**src/rtl/rv_pipe_pkg.sv**
```systemverilog
// rtl/rv_pipe_pkg.sv - shared pipeline-control types and index constants
package rv_pipe_pkg;

   typedef enum logic [1:0] {
      IDLE  = 2'd0,
      FLUSH = 2'd1,
      DEFER = 2'd2
   } pipe_state_e;

   localparam int STG_IF = 0;
   localparam int STG_ID = 1;
   localparam int STG_EX = 2;

   localparam int HSRC_EX  = 0;
   localparam int HSRC_BUS = 1;

   localparam logic [31:0] ZERO_ADDR = 32'h0000_0000;

endpackage

```
**src/rtl/pipe_ctrl_if.sv**
```systemverilog
// rtl/pipe_ctrl_if.sv - redirect/hold/flush bundle between core and pipe_ctrl
// PIPE_CTRL_PERF_EN adds the performance counter outputs.
interface pipe_ctrl_if #(
   parameter int NUM_STAGES   = 3,
   parameter int NUM_HOLD_SRC = 2
);
   logic                    jump_en_i;
   logic [31:0]             jump_addr_i;
   logic                    int_jump_en_i;
   logic [31:0]             int_jump_addr_i;
   logic [NUM_HOLD_SRC-1:0] hold_req_i;
   logic                    jump_en_o;
   logic [31:0]             jump_addr_o;
   logic [NUM_STAGES-1:0]   hold_o;
   logic [NUM_STAGES-1:0]   flush_o;
`ifdef PIPE_CTRL_PERF_EN
   logic [31:0]             stall_cnt_o;
   logic [31:0]             flush_cnt_o;
`endif

   modport master (
      output jump_en_i, jump_addr_i, int_jump_en_i, int_jump_addr_i, hold_req_i,
`ifdef PIPE_CTRL_PERF_EN
      input  stall_cnt_o, flush_cnt_o,
`endif
      input  jump_en_o, jump_addr_o, hold_o, flush_o
   );

   modport slave (
      input  jump_en_i, jump_addr_i, int_jump_en_i, int_jump_addr_i, hold_req_i,
`ifdef PIPE_CTRL_PERF_EN
      output stall_cnt_o, flush_cnt_o,
`endif
      output jump_en_o, jump_addr_o, hold_o, flush_o
   );

endinterface

```
**src/rtl/pipe_hold_merge.sv**
```systemverilog
// rtl/pipe_hold_merge.sv - decodes per-source stall requests into a per-stage freeze vector
module pipe_hold_merge #(
   parameter int NUM_STAGES   = 3,
   parameter int NUM_HOLD_SRC = 2,
   parameter int LVL_W        = 2,
   parameter logic [NUM_HOLD_SRC*LVL_W-1:0] HOLD_LVL = {2'd1, 2'd2}
) (
   input  logic [NUM_HOLD_SRC-1:0] hold_req,
   output logic [NUM_STAGES-1:0]   hold
);

   // HOLD_LVL lists sources left to right: the most significant field is source 0.
   always_comb begin
      hold = '0;
      for (int s = 0; s < NUM_STAGES; s++) begin
         for (int i = 0; i < NUM_HOLD_SRC; i++) begin
            if (hold_req[i] && (int'(HOLD_LVL[(NUM_HOLD_SRC-1-i)*LVL_W +: LVL_W]) >= s))
               hold[s] = 1'b1;
         end
      end
   end

endmodule

```
**src/rtl/pipe_ctrl.sv**
```systemverilog
// rtl/pipe_ctrl.sv - redirect arbitration, hold/flush generation and bus-stall redirect deferral
// PIPE_CTRL_PERF_EN adds stall and redirect counters.
module pipe_ctrl
   import rv_pipe_pkg::*;
#(
   parameter int NUM_STAGES   = 3,
   parameter int NUM_HOLD_SRC = 2,
   parameter logic [NUM_HOLD_SRC*$clog2(NUM_STAGES)-1:0] HOLD_LVL = {2'd1, 2'd2},
   parameter int FLUSH_CYCLES = 1,
   parameter int BUS_SRC      = HSRC_BUS
) (
   input  logic       clk,
   input  logic       rst,
   pipe_ctrl_if.slave ctl
);

   localparam logic [1:0] S_IDLE  = IDLE;
   localparam logic [1:0] S_FLUSH = FLUSH;
   localparam logic [1:0] S_DEFER = DEFER;

   localparam logic [NUM_STAGES-1:0] FLUSH_MASK = {1'b0, {(NUM_STAGES-1){1'b1}}};
   localparam logic [2:0] FLUSH_RELOAD = 3'(FLUSH_CYCLES - 1);

   logic [1:0]            state, state_nx;
   logic [2:0]            flush_cnt, flush_cnt_nx;
   logic                  pend_valid, pend_valid_nx;
   logic [31:0]           pend_addr, pend_addr_nx;
   logic                  issue, flush_act;
   logic [31:0]           issue_addr;
   logic [NUM_STAGES-1:0] hold_merge;
   logic                  bus_hold;
   logic [31:0]           win_addr;

   pipe_hold_merge #(
      .NUM_STAGES  (NUM_STAGES),
      .NUM_HOLD_SRC(NUM_HOLD_SRC),
      .LVL_W       ($clog2(NUM_STAGES)),
      .HOLD_LVL    (HOLD_LVL)
   ) u_hold_merge (
      .hold_req(ctl.hold_req_i),
      .hold    (hold_merge)
   );

   assign bus_hold = ctl.hold_req_i[BUS_SRC];
   // The trap unit owns epc, so a simultaneous EX redirect is simply dropped.
   assign win_addr = ctl.int_jump_en_i ? ctl.int_jump_addr_i : ctl.jump_addr_i;

   always_comb begin
      state_nx      = state;
      flush_cnt_nx  = flush_cnt;
      pend_valid_nx = pend_valid;
      pend_addr_nx  = pend_addr;
      issue         = 1'b0;
      issue_addr    = ZERO_ADDR;
      flush_act     = 1'b0;
      case (state)
         S_FLUSH: begin
            flush_act = 1'b1;
            if (ctl.int_jump_en_i) begin
               issue      = 1'b1;
               issue_addr = ctl.int_jump_addr_i;
            end else if (flush_cnt <= 3'd1) begin
               state_nx     = S_IDLE;
               flush_cnt_nx = 3'd0;
            end else begin
               flush_cnt_nx = flush_cnt - 3'd1;
            end
         end
         S_DEFER: begin
            if (bus_hold) begin
               if (ctl.int_jump_en_i)
                  pend_addr_nx = ctl.int_jump_addr_i;
            end else if (pend_valid) begin
               issue         = 1'b1;
               issue_addr    = ctl.int_jump_en_i ? ctl.int_jump_addr_i : pend_addr;
               pend_valid_nx = 1'b0;
            end else begin
               state_nx = S_IDLE;
            end
         end
         default: begin
            if (ctl.jump_en_i || ctl.int_jump_en_i) begin
               if (bus_hold) begin
                  pend_addr_nx  = win_addr;
                  pend_valid_nx = 1'b1;
                  state_nx      = S_DEFER;
               end else begin
                  issue      = 1'b1;
                  issue_addr = win_addr;
               end
            end
         end
      endcase
      if (issue) begin
         flush_act = 1'b1;
         if (FLUSH_CYCLES > 1) begin
            state_nx     = S_FLUSH;
            flush_cnt_nx = FLUSH_RELOAD;
         end else begin
            state_nx = S_IDLE;
         end
      end
   end

   always_ff @(posedge clk or posedge rst) begin
      if (rst) begin
         state      <= S_IDLE;
         flush_cnt  <= 3'd0;
         pend_valid <= 1'b0;
         pend_addr  <= ZERO_ADDR;
      end else begin
         state      <= state_nx;
         flush_cnt  <= flush_cnt_nx;
         pend_valid <= pend_valid_nx;
         pend_addr  <= pend_addr_nx;
      end
   end

   // Flush overrides any stall on the flushed stages so the bubble actually lands.
   assign ctl.jump_en_o   = issue;
   assign ctl.jump_addr_o = issue_addr;
   assign ctl.flush_o     = flush_act ? FLUSH_MASK : '0;
   assign ctl.hold_o      = hold_merge | (flush_act ? FLUSH_MASK : '0);

`ifdef PIPE_CTRL_PERF_EN
   logic [31:0] stall_cnt, redir_cnt;

   always_ff @(posedge clk or posedge rst) begin
      if (rst) begin
         stall_cnt <= 32'd0;
         redir_cnt <= 32'd0;
      end else begin
         if (|ctl.hold_o)
            stall_cnt <= stall_cnt + 32'd1;
         if (issue)
            redir_cnt <= redir_cnt + 32'd1;
      end
   end

   assign ctl.stall_cnt_o = stall_cnt;
   assign ctl.flush_cnt_o = redir_cnt;
`endif

endmodule

```
**src/flat_wrapper.sv**
```systemverilog
// flat-port wrapper written by rule: the top's interface ports become plain ports
module pipe_ctrl_flat import rv_pipe_pkg::*;
#(
   parameter int NUM_STAGES   = 3,
   parameter int NUM_HOLD_SRC = 2,
   parameter logic [NUM_HOLD_SRC*$clog2(NUM_STAGES)-1:0] HOLD_LVL = {2'd1, 2'd2},
   parameter int FLUSH_CYCLES = 1,
   parameter int BUS_SRC      = HSRC_BUS
)
  (clk, rst, ctl_jump_en_i, ctl_jump_addr_i, ctl_int_jump_en_i, ctl_int_jump_addr_i, ctl_hold_req_i, ctl_jump_en_o, ctl_jump_addr_o, ctl_hold_o, ctl_flush_o);
  pipe_ctrl_if #(.NUM_STAGES(NUM_STAGES), .NUM_HOLD_SRC(NUM_HOLD_SRC)) ctl_i ();
  input  logic clk;
  input  logic rst;
  input wire logic [$bits(ctl_i.jump_en_i)-1:0] ctl_jump_en_i;
  input wire logic [$bits(ctl_i.jump_addr_i)-1:0] ctl_jump_addr_i;
  input wire logic [$bits(ctl_i.int_jump_en_i)-1:0] ctl_int_jump_en_i;
  input wire logic [$bits(ctl_i.int_jump_addr_i)-1:0] ctl_int_jump_addr_i;
  input wire logic [$bits(ctl_i.hold_req_i)-1:0] ctl_hold_req_i;
  output wire logic [$bits(ctl_i.jump_en_o)-1:0] ctl_jump_en_o;
  output wire logic [$bits(ctl_i.jump_addr_o)-1:0] ctl_jump_addr_o;
  output wire logic [$bits(ctl_i.hold_o)-1:0] ctl_hold_o;
  output wire logic [$bits(ctl_i.flush_o)-1:0] ctl_flush_o;
  assign ctl_i.jump_en_i = ctl_jump_en_i;
  assign ctl_i.jump_addr_i = ctl_jump_addr_i;
  assign ctl_i.int_jump_en_i = ctl_int_jump_en_i;
  assign ctl_i.int_jump_addr_i = ctl_int_jump_addr_i;
  assign ctl_i.hold_req_i = ctl_hold_req_i;
  assign ctl_jump_en_o = ctl_i.jump_en_o;
  assign ctl_jump_addr_o = ctl_i.jump_addr_o;
  assign ctl_hold_o = ctl_i.hold_o;
  assign ctl_flush_o = ctl_i.flush_o;
  pipe_ctrl #(.NUM_STAGES(NUM_STAGES), .NUM_HOLD_SRC(NUM_HOLD_SRC), .HOLD_LVL(HOLD_LVL), .FLUSH_CYCLES(FLUSH_CYCLES), .BUS_SRC(BUS_SRC)) u_core (.clk(clk), .rst(rst), .ctl(ctl_i));
endmodule
```
**config.mk**
```make
export PLATFORM = sky130hd
export DESIGN_NAME = pipe_ctrl_flat
export DESIGN_NICKNAME = d
export VERILOG_FILES = /design/src/rtl/rv_pipe_pkg.sv /design/src/rtl/pipe_ctrl_if.sv /design/src/rtl/pipe_hold_merge.sv /design/src/rtl/pipe_ctrl.sv /design/src/flat_wrapper.sv
export SDC_FILE = /design/constraint.sdc
export NUM_CORES = 1
export LEC_CHECK = 0
export ABC_AREA = 1
export BUFFER_PORTS_ARGS = -buffer_cell sky130_fd_sc_hd__buf_2
export CORE_AREA = 3 3 110 112
export DETAILED_ROUTE_END_ITERATION = 7
export DIE_AREA = 0 0 113 115
export GPL_ROUTABILITY_DRIVEN = 0
export GPL_TIMING_DRIVEN = 0
export PLACE_DENSITY_LB_ADDON = 0.2
export REMOVE_ABC_BUFFERS = 1
export SYNTH_ARGS = -nofsm -noshare
export SYNTH_HDL_FRONTEND = slang
export SYNTH_SLANG_ARGS = --single-unit
```
**constraint.sdc**
```tcl
create_clock -name clk -period 1.4 [get_ports clk]
set_clock_uncertainty 0.15 [all_clocks]
set_input_delay 0 -clock clk [delete_from_list [all_inputs] [get_ports clk]]
set_output_delay 0 -clock clk [all_outputs]
set_load 0.01 [all_outputs]
```
==> insert_results.sql <==
INSERT INTO impl_metrics (metric_group, metric, value, unit) VALUES
('global_route', 'grt_antenna_before_repair', '0', ''),
('sta', 'report.final.hold_viol_count', '0', ''),
('drt', 'detail_route.wl_per_cell', '13.91', 'um'),
('critical_path', 'critical_path.slowest_cell', 'dfrtp_1', ''),
('place', 'port_buffers', '107', ''),
('cells_and_area', 'finish.net_count', '724', ''),
('drt', 'detailedRoute.firstPassIterationCount', '4', ''),
('floorplanning', 'die-area', '13000', 'um2'),
('cells_and_area', 'area.growth.synth_to_final', '64.34', '%'),
('yosys', 'post_synth_num_cell_types', '16', ''),
('global_route', 'gr-total-overflow', '0', ''),
('cells_and_area', 'final_core_utilization', '0.4034', ''),
('drt', 'drt-vias-per-instance', '4.508', ''),
('sta', 'rsz0062_at_grt', 'yes', ''),
('drt', 'drt_first_iter_violations', '208', ''),
('floorplanning', 'std_cell_rows', '39', ''),
('cells_and_area', 'antenna-diode-count', '0', ''),
('floorplanning', 'placeableCoreArea', '11320', 'um2'),
('floorplanning', 'die-width', '113', 'um'),
('global_route', 'grt_use_met2', '0.2796', ''),
('global_route', 'grt_use_total', '0.1635', ''),
('floorplanning', 'chipHeight', '115', 'um'),
('critical_path', 'critical_path_cell_by_cell', 'inv_2, nor2_4, buf_6, clkinvlp_4, buf_6, o21ai_1, buf_2', ''),
('critical_path', 'worst_ep_arrival_time', '1.48', 'ns'),
('global_route', 'grt_pass1_wl', '17130', 'um'),
('cells_and_area', 'final_common_cell', 'nand2_1', ''),
('cts', 'clkSlewWorstSetupHoldPaths', '0.05', 'ns'),
('global_route', 'grt_start_max_net_pins', '65', ''),
('cells_and_area', 'most-common-layout-cells', 'nand2_1, buf_2, dlygate4sd3_1, dfrtp_1, nand3_1', ''),
('critical_path', 'critPathLaunch', 'u_core.pend_valid$_DFFE_PP0P_', ''),
('floorplanning', 'top_level_ports', '109', ''),
('global_route', 'gr-usage-met3', '0.03000', ''),
('pwr', 'vdd.ir_drop.worst', '0.0004158', 'V'),
('global_route', 'grt_most_used_layer', 'met2', ''),
('cts', 'root_buffer', 'clkbuf_16', ''),
('critical_path', 'worstPathMaxFanout', '11', ''),
('cts', 'numCtsBuffers', '5', ''),
('floorplanning', 'initial_standard_cell_utilization_of_the_core', '0.2455', ''),
('sta', 'timing.final.max_slew_violations', '0', ''),
('job', 'maxCapViolations', '0', ''),
('cts', 'clock_path_buffers', '2', ''),
('run_status', 'failed_checks', 'negative setup slack', ''),
('cells_and_area', 'drive_gt1_frac', '0.3272', ''),
('cts', 'clk-insertion-delay-late', '0.27', 'ns'),
('sta', 'fin_worst_hold_slack', '0.005787', 'ns'),
('run_status', 'status', 'finished, violations left', ''),
('critical_path', 'crit_path_frequent_cell', 'buf_6', ''),
('yosys', 'synth_cells', '507', ''),
('critical_path', 'crit_path_start_kind', 'flip-flop', ''),
('drt', 'route.vias.total', '3593', ''),
('critical_path', 'start_to_end_type_of_the_worst_setup_path', 'reg2out', ''),
('sta', 'max_slew.worst_pin.slew', '0.7330', 'ns'),
('critical_path', 'timing.critical_path.required', '1.25', 'ns'),
('hold_path', 'min_delay_src', 'ctl_hold_req_i[1]', ''),
('sta', 'timing.final.setup_violations', '71', ''),
('pwr', 'power-per-cell-area', '791.0', 'nW/um2'),
('yosys', 'synth_top_area_frac', '0.4768', ''),
('critical_path', 'cpPeakStageDelay', '0.35', 'ns'),
('critical_path', 'setup.worst_path.end_class', 'output port', ''),
('place', 'dp.final_hpwl', '5151', 'um'),
('cts', 'clkSinkCount', '34', ''),
('sta', 'period_share', '1.164', ''),
('drt', 'routed_wire_length', '11090', 'um'),
('yosys', 'yosysSeqAreaShare', '0.3062', ''),
('sta', 'post-route-min-period', '1.630', 'ns'),
('yosys', 'yosys-top-cells-area', 'nand2_1, dfrtp_1, o21ai_0', ''),
('drt', 'drtAntennaViolNets', '0', ''),
('drt', 'detail_route.drc_violations', '0', ''),
('cts', 'clock_tree.htree_level_count', '2', ''),
('sta', 'fmax', '0.6135', 'GHz'),
('yosys', 'synth-seq-cells', '34', ''),
('cts', 'cts_tree', 'yes', ''),
('global_route', 'grt_pass1_vias', '3420', ''),
('sta', 'layout_setup_ws', '-0.2301', 'ns'),
('pwr', 'total_leakage_power', '2.605', 'nW'),
('yosys', 'yosys_warnings', '0', ''),
('yosys', 'synth.largest_area_cell', 'nand2_1', ''),
('critical_path', 'r2r-start', 'u_core.state[1]$_DFFE_PP0P_', ''),
('global_route', 'groute.layer.met1.usage', '0.2125', ''),
('yosys', 'synthesis.area', '2779', 'um2'),
('yosys', 'synthesis.area_per_instance', '5.481', 'um2'),
('hold_path', 'min_path_type', 'in2reg', ''),
('sta', 'max_slew_headroom_at_the_worst_pin', '0.5106', '');
[report_power, final]
part | switching [mW] | internal [mW]
Clock | 0.360 | 0.649
Sequential | 0.0798 | 1.13
Combinational | 0.793 | 0.603
[per-layer routing]
metal  routed length, um  up-vias
met1                5186     1621
met3                 587        8
met4                 118        0
met2                5196       98
met5                   0        -
li1                    -     1866
[stage by stage]
step | TNS (ns) | area [um2] | power, mW | std cells | setup WS (ns)
floorplan | -58.61 | 2587 | 1.790 | 469 | -1.293
global placement | -148.95 | 3302 | 2.114 | 719 | -2.685
detailed placement | -142.27 | 3319 | 2.135 | 720 | -2.710
CTS | -10.66 | 4357 | 3.583 | 788 | -0.2627
global route | -17.60 | 4567 | 3.895 | 797 | -0.3238
finish | -12.44 | 4567 | 3.612 | 797 | -0.2301
[state kept, by name, indices dropped and copies added, names as in the netlist]
register and count:
u_core.pend_addr 32, u_core.state 1, u_core.pend_valid 1
[cell type report]
type / count / area (um2)
Tap cell: 143 / 178.9
Multi-Input combinational cell: 429 / 1927
Fill cell: 1237 / 6754
Timing Repair inverter: 6 / 87.58
Timing Repair Buffer: 171 / 1309
Clock buffer: 7 / 132.6
Sequential cell: 34 / 854.6
Inverter: 7 / 77.57
[kinds of logic (layout without fill, tap and decap cells)]
family                 after synthesis  in the layout  synth area share
AOI/OAI and AO/OA                   38             39           0.07339
DFF                                 34             34            0.3062
buffers and inverters               45            191           0.07834
and+or+nand+nor                    389            389            0.5407
other                                1              1          0.001349
[Yosys cell counts, drive strengths merged]
master,n
nor2,4
clkbuf,6
a21oi,2
nand2,353
dfrtp,34
o21ai,35
buf,32
a21boi,1
nand3,32
conb,1
inv,7
[path summary, 6_finish.rpt]
path	endpoint	slack, ns	cells past startpoint
max in group asynchronous	u_core.state[1]$_DFFE_PP0P_	0.30	3
worst max-delay path	ctl_jump_addr_o[29]	-0.23	7
min in group asynchronous	u_core.pend_addr[11]$_DFFE_PP0P_	0.26	3
worst min register to register	u_core.pend_addr[13]$_DFFE_PP0P_	0.32	2
worst max register to register	u_core.pend_addr[27]$_DFFE_PP0P_	-0.21	8
worst min-delay path	u_core.pend_valid$_DFFE_PP0P_	0.006	3
[worst max-delay path, delay by kind of cell (launching register included)]
kind,cells,cell delay (ns)
buffers and inverters,5,0.56
DFF,1,0.35
and+or+nand+nor,1,0.14
AOI/OAI and AO/OA,1,0.14
[repair_timing]
| action | CTS | global route |
|---|---|---|
| setup buffers | 23 | 8 |
| pin swaps | 25 | 23 |
| setup endpoints to repair | 71 | 70 |
| hold endpoints to repair | 31 | 34 |
| resized for setup | 93 | 43 |
| hold buffers | 32 | 1 |
| cloned | 6 | 3 |
No activity file was read; power rests on OpenSTA's default activity.
